===== config.mk =====
export PLATFORM = sky130hd
export DESIGN_NAME = piso_serializer
export DESIGN_NICKNAME = d
export VERILOG_FILES = /design/src/rtl/piso_serializer.sv
export SDC_FILE = /design/constraint.sdc
export NUM_CORES = 1
export LEC_CHECK = 0
export BUFFER_PORTS_ARGS = -buffer_cell sky130_fd_sc_hd__buf_2
export CORE_AREA = 2 2 39 41
export DETAILED_ROUTE_END_ITERATION = 10
export DIE_AREA = 0 0 41 43
export HOLD_SLACK_MARGIN = 0.03
export PLACE_DENSITY = 0.79
export SYNTH_ARGS = -nofsm -noshare
export SYNTH_HDL_FRONTEND = slang
export SYNTH_SLANG_ARGS = --single-unit

===== constraint.sdc =====
create_clock -name clk -period 3.2 [get_ports clk]
set_input_delay 0.64 -clock clk [delete_from_list [all_inputs] [get_ports clk]]
set_output_delay 0.64 -clock clk [all_outputs]
set_load 0.005 [all_outputs]

===== src/rtl/piso_serializer.sv =====
// piso_serializer: parallel-in, serial-out transmitter with a valid/ready input
// handshake and registered framing strobes. Back-to-back words leave no idle
// cycle, because a new word is accepted on the edge that ends the last bit.
module piso_serializer #(
    parameter int WIDTH     = 8,
    parameter bit MSB_FIRST = 1'b1
) (
    input  logic             clk,
    input  logic             rst,
    input  logic             in_valid,
    output logic             in_ready,
    input  logic [WIDTH-1:0] in_data,
    output logic             sout,
    output logic             sout_valid,
    output logic             frame_start,
    output logic             frame_end,
    output logic             busy
);

    localparam int CW = $clog2(WIDTH);
    localparam logic [CW-1:0] LAST = CW'(WIDTH - 1);

    typedef enum logic {
        IDLE,
        SHIFT
    } state_t;

    state_t           state, state_n;
    logic [WIDTH-1:0] sr, sr_n;
    logic [CW-1:0]    cnt, cnt_n;
    logic             last_bit;
    logic             xfer;
    logic             sout_n, valid_n, start_n, end_n;

    assign last_bit = (state == SHIFT) && (cnt == LAST);
    assign in_ready = !rst && ((state == IDLE) || last_bit);
    assign xfer     = in_valid && in_ready;
    assign busy     = sout_valid;

    // Next state, shift register and counter, plus the output values the next
    // cycle will show, so that every output comes straight from a flop.
    always_comb begin
        state_n = state;
        sr_n    = sr;
        cnt_n   = cnt;
        if (xfer) begin
            sr_n    = in_data;
            cnt_n   = '0;
            state_n = SHIFT;
        end else if (state == SHIFT) begin
            sr_n = MSB_FIRST ? {sr[WIDTH-2:0], 1'b0} : {1'b0, sr[WIDTH-1:1]};
            if (last_bit) begin
                cnt_n   = '0;
                state_n = IDLE;
            end else begin
                cnt_n = cnt + CW'(1);
            end
        end

        valid_n = (state_n == SHIFT);
        sout_n  = valid_n && (MSB_FIRST ? sr_n[WIDTH-1] : sr_n[0]);
        start_n = valid_n && (cnt_n == '0);
        end_n   = valid_n && (cnt_n == LAST);
    end

    // State and output registers; reset abandons any word in flight.
    always_ff @(posedge clk) begin
        if (rst) begin
            state       <= IDLE;
            sr          <= '0;
            cnt         <= '0;
            sout        <= 1'b0;
            sout_valid  <= 1'b0;
            frame_start <= 1'b0;
            frame_end   <= 1'b0;
        end else begin
            state       <= state_n;
            sr          <= sr_n;
            cnt         <= cnt_n;
            sout        <= sout_n;
            sout_valid  <= valid_n;
            frame_start <= start_n;
            frame_end   <= end_n;
        end
    end

endmodule


==> results of run 1 <==
## through the flow
| step | hold WS (ns) | utilization [%] | power (mW) | instances |
|---|---|---|---|---|
| global placement | 0.4545 | 50.63 | 0.2379 | 94 |
| global route | 0.4962 | 53.25 | 0.3813 | 98 |
| finish | 0.4829 | 53.25 | 0.3617 | 98 |
| CTS | 0.4803 | 53.25 | 0.3642 | 98 |
| floorplan | 0.4312 | - | 0.2252 | 66 |
| detailed placement | 0.4711 | 50.63 | 0.2399 | 94 |
## area by class of cell
type	count	area (um^2)	area share, %
clock buffer	4	36.28	4.924
multi-input combinational	47	312.8	42.44
sequential	14	280.3	38.03
tap	16	20.02	2.716
timing repair buffer	17	87.58	11.88
## how the worst max path moves through the flow
| stage | cells after the start | startpoint | end |
|---|---|---|---|
| final | 6 | cnt[0] | in_ready |
| after global routing | 6 | cnt[0] | in_ready |
| after CTS | 4 | state | in_ready |
| after detailed placement | 6 | cnt[0] | in_ready |
| after global placement | 4 | state | in_ready |
| after floorplan | 3 | rst | in_ready |
## sequential cells by signal, indices dropped and copies added (netlist names)
name         flops
sr               7
cnt              3
frame_end        1
frame_start      1
sout             1
state            1
## worst max-delay path, cell delays in order (launching register included)
cell and delay (ns):
dfxtp_1 0.35, ha_1 0.21, ha_1 0.20, nor2b_1 0.13
buf_4 0.19, nor2_1 0.05, buf_2 0.13
## metal layers
layer / wire length, um / share of wire [%] / up-vias
met1: 573 / 46 / 238
met2: 578 / 47 / 15
li1: - / - / 270
met5: 0 / 0 / -
met3: 71 / 5.7 / 2
met4: 13 / 1.1 / 0
## power by group through the flow
| stage | combinational [mW] | clock [mW] | sequential (mW) |
|---|---|---|---|
| finish | 0.0436 | 0.126 | 0.192 |
| global route | 0.0498 | 0.137 | 0.194 |
| CTS | 0.0440 | 0.128 | 0.192 |
| detailed placement | 0.0436 | 0 | 0.196 |
| global placement | 0.0424 | 0 | 0.196 |
| floorplan | 0.0326 | 0 | 0.193 |
## cells by family after synthesis
| family | after synthesis | synth area share [%] |
|---|---|---|
| AO/OA/AOI/OAI | 11 | 11.60 |
| flip-flops | 14 | 44.80 |
| adder cells (fa/ha/maj) | 2 | 3.999 |
| multiplexers | 7 | 11.20 |
| buffers and inverters | 5 | 5.200 |
| AND/OR/NAND/NOR | 27 | 23.20 |
## cell usage after synthesis, types with 2 or more instances
cell,number
nand3b_1,2
mux2i_1,7
nand3_1,2
a21oi_1,4
dfxtp_1,14
ha_1,2
nor2_1,6
a211oi_1,6
nand2_1,4
nor3_1,6
nor2b_1,2
buf_2,2
==> run metrics, run 1 <==
Area after DPL=700.7 um^2; Placeable Area=1384 um^2; CP Capture Type=output port; ant diodes=0; sequential share of the synthesized area=44.80%; Reg power frac=53.1%; clock share of power=34.8%; max cap viols=0; net switching power=0.08734 mW; R2R depth=5; worst clock skew=0.004493 ns; antenna violations before repair=0; status=finished, final reports clean; gr usage total=17.36%; Num CTS Buffers=3; post-DR wirelength/cell=12.61 um; fmax=462.1 MHz; P_int=0.2744 mW; DR pass1 iterations=4; Max Root-Sink Buffers=2; commonest non-fill, non-tap cell in the layout=buf_2; LEAKAGE=0.3114 nW; GRT overflow=0; # fillers=127; global-route wire length before repair=2042 um; most common flop cell mapped by yosys=dfxtp_1; Worst VDD drop=0.0003151 V; vias in the first global route=478; detail-routed via count per cell=5.357; Final nets=96; CTS tree=done; Setup TNS Final=0 ns; min cycle time layout=2.164 ns; fraction of registers with async set/reset=0%; Ports=17; Slew headroom=64.46%; routed vias=525; Min-Delay Endpoint=sout; initial DRC count=15; crit path launch type=register; port bufs=16; post-route ant nets=0; worst-margin pin slew=0.5324 ns; most frequent cells in the layout=buf_2, dfxtp_1, mux2i_1; Netlist cell types=21; Initial Util=45.21%; CP Max Fanout=11; met3 GRT Util=4.712%; Post-Syn Instances=66; GR peak layer=met1; Hold/Removal Path Class=reg2reg; die height=43 um; mapped cell area=625.6 um^2; Die Area=1763 um^2; Pwr per Cell Area=490.9 nW/um^2; clock latency on the worst-skew pair=0.28 ns; met2 Track Usage GR=24.06%; largest net degree at the start of global routing=18; largest cells by area after synthesis=dfxtp_1, mux2i_1, a211oi_1; DRC=0; Post-Place Worst Slack=1.350 ns; fraction of layout cells with a size suffix above 1=28.05%; hold_buf cts=0; Rows=14; fin worst setup slack=1.036 ns; WP data required=2.56 ns; capturing point of the worst reg2reg path=frame_start; Slew Viols, Final=0; Yosys top cell area share=44.80%; met1 Track Usage GR=24.18%; sw frac=24.14%; H-tree Lvls=1; fin area=737.0 um^2; Reg2Reg Launch Point=cnt[0]; critical path class=reg2out; post-CTS setup buffer count=0; TritonCTS Sinks=14; die span in x=41 um; DP Wirelength=868.9 um; final wirelength=1236 um; post-synthesis register bit count=14; Worst Hold Depth=2; Syn Nets=79; RSZ-0062 raised after global routing=no; Synth area leader=dfxtp_1; EDFF count, synth=0; Root Buffer=clkbuf_4; hold path start=sr[6]; Worst-path clk slew=0.09 ns; Final period util=67.62%; r2r setup slk=1.51 ns; syn_area_per_cell=9.479 um^2; area grow syn2layout=17.80%; WP data arrival=1.52 ns; post-cts sizing count=0; setup violators final=0; yosys warns=0; RD Place Congestion=0.7437; Comb pwr share=12.1%; Hold Fails Final Rpt=0
Note: power is estimated with default switching activity, not from simulation.
==> run 2, diff against run 1 <==
- CORE_AREA: 2 2 39 41 -> default
- CORE_UTILIZATION: default -> 43
- DIE_AREA: 0 0 41 43 -> default
- PLACE_DENSITY: 0.79 -> 0.76
- clock period: 3.2 -> 1.9 ns (I/O delays scaled with it)
==> run 2 against run 1 <==
Compared with the run above: cell area down 1.0%; setup slack lost 0.90 ns; register-to-register slack got worse by 1.3 ns; count of clock-buffer cells in the layout fell by 1; die area is 8.6% lower; final cell count down 1.0%; power is 53% higher; combinational power rose by 83%; sequential power is 67% higher; via count down 1.1%; flip-flop and latch count is the same; critical path depth decreased by 1; largest power group unchanged; highest routed layer unchanged.
==> run metrics, run 2 (same netlist as run 1, synthesis figures left out) <==
Area after DPL=706.9 um^2 (+0.89%); max reg flops=7 (unchanged); dpl cells=94 (unchanged); H-tree Lvls=1 (unchanged); CP max stage delay=0.35 ns (about the same); area grow syn2layout=16.60%; Hold Fails Final Rpt=0 (unchanged); hold_buf cts=0 (unchanged); r2r setup slk=0.24 ns (-1.27 ns); most frequent cells in the layout=buf_2, dfxtp_1, mux2i_1; TritonCTS Sinks=14 (unchanged); Hold/Removal Path Class=in2reg; Ports=17 (unchanged); fin cells=97 (-1.0%); clock latency on the worst-skew pair=0.27 ns (about the same); DRC=0 (unchanged); RSZ-0062 raised after global routing=no; Slew headroom=80.63% (+16 points); post-DR wirelength/cell=12.73 um (+0.95%); Min-Delay Endpoint=sr[0]; Worst Hold Depth=3 (+1); post-route ant nets=0 (unchanged); Setup TNS Final=0 ns (unchanged); post-CTS setup buffer count=0 (unchanged); Regs by FF count=sr: 7 flops, cnt: 3 flops; routed vias=519 (-1.1%); detail-routed via count per cell=5.351 (-0.12%); setup violators final=0 (unchanged); status=finished, final reports clean; WP data required=1.52 ns (-1.04 ns); die height=40.14 um (-6.7%); crit path launch type=register; post-cts sizing count=0 (unchanged); port bufs=16 (unchanged); critical path launch point=cnt[0]; critical path class=reg2out; DR pass1 iterations=4 (unchanged); largest reg by FF count=sr; R2R depth=5 (unchanged); fraction of layout cells with a size suffix above 1=28.05% (unchanged); LEAKAGE=0.3093 nW (-0.70%); fmax=567.8 MHz; Rows=13 (-1); largest net degree at the start of global routing=18 (unchanged); vias in the first global route=445 (-6.9%); DP Wirelength=894.5 um (+2.9%); initial DRC count=7 (-8); CP Max Fanout=4 (-7); worst-margin pin slew=0.2905 ns (-0.2419 ns); Placeable Area=1334 um^2 (-3.6%); final wirelength=1235 um (about the same); Worst-path clk slew=0.07 ns (-0.02 ns); # fillers=125 (-1.6%); Worst VDD drop=0.0003488 V (+11%); Max Root-Sink Buffers=2 (unchanged); gr usage total=18.41% (+1.1 points); CP Capture Type=output port; Slew Viols, Final=0 (unchanged); commonest non-fill, non-tap cell in the layout=buf_2; CTS tree=done; Num CTS Buffers=3 (unchanged); Pwr per Cell Area=759.9 nW/um^2 (+55%); Final Hold Slack=0.3699 ns (-0.1130 ns); antenna violations before repair=0 (unchanged); hold path start=in_data[0]; Reg2Reg Launch Point=cnt[0]; Root Buffer=clkbuf_4; CP dominant cell by count=ha_1; fin area=729.5 um^2 (-1.0%); worst clock skew=0.001185 ns (-0.003308 ns); min cycle time layout=1.761 ns; Die Area=1611 um^2 (-8.6%); WP data arrival=1.38 ns (-0.14 ns); Final period util=92.69%; crit-path cells=ha_1 > ha_1 > nor2b_1 > nor2_1 > buf_2; die span in x=40.14 um (-2.1%); capturing point of the worst reg2reg path=frame_start; RD Place Congestion=0.7229 (-2.8%); Initial Util=46.90% (+1.7 points); global-route wire length before repair=1911 um (-6.4%); slowest CP cell=dfxtp_1; ant diodes=0 (unchanged); GRT overflow=0 (unchanged); max cap viols=0 (unchanged); Final nets=97 (+1.0%); Total Power Consumption=0.5543 mW (+53%)
[run 2: cell count changes in the layout (fill, tap and decap cells not counted)]
cell	before	now
buf_4	1	2
clkbuf_8	1	0
[run 2: worst max path at each step]
stage                             end  slack (ns)  depth (start not counted)
final                        in_ready        0.14                          5
after global routing         in_ready        0.03                          5
after detailed placement  frame_start        0.26                          5
after global placement    frame_start        0.31                          5
after CTS                    in_ready        0.13                          5
after floorplan           frame_start        0.34                          5
[run 2: worst max-delay path, delay by kind of cell (launching register included)]
| family | cells | cell delay [ns] |
|---|---|---|
| fa+ha+maj | 2 | 0.41 |
| simple gates | 2 | 0.21 |
| buf+inv | 1 | 0.13 |
| flops | 1 | 0.35 |
[run 2: report_power, final]
group / switching, mW / internal (mW)
sequential: 0.0108 / 0.309
clock: 0.0811 / 0.0732
combinational: 0.0419 / 0.0378
[run 2: per-stage QoR]
step	setup WS [ns]	utilization [%]
5_1_grt	0.03461	54.69
4_1_cts	0.1312	54.69
2_1_floorplan	0.3434	-
6_report	0.1389	54.69
3_5_place_dp	0.2604	53.00
3_3_place_gp	0.3074	53.00
[run 2: per-layer routing]
metal | up-vias | GRT usage, % | part of all wire, %
met5 | - | 0 | 0
met4 | 0 | 12.93 | 1.3
met3 | 2 | 5.000 | 2.3
met2 | 10 | 27.82 | 44
met1 | 236 | 22.26 | 52
li1 | 271 | - | -
[run 2: final cells by class]
cell class / count / area [um^2] / area share [%]
clock buffers: 3 / 22.52 / 3.087
well taps: 15 / 18.77 / 2.573
flip-flops and latches: 14 / 280.3 / 38.42
repair buffers: 18 / 95.09 / 13.04
multi-input cells: 47 / 312.8 / 42.88
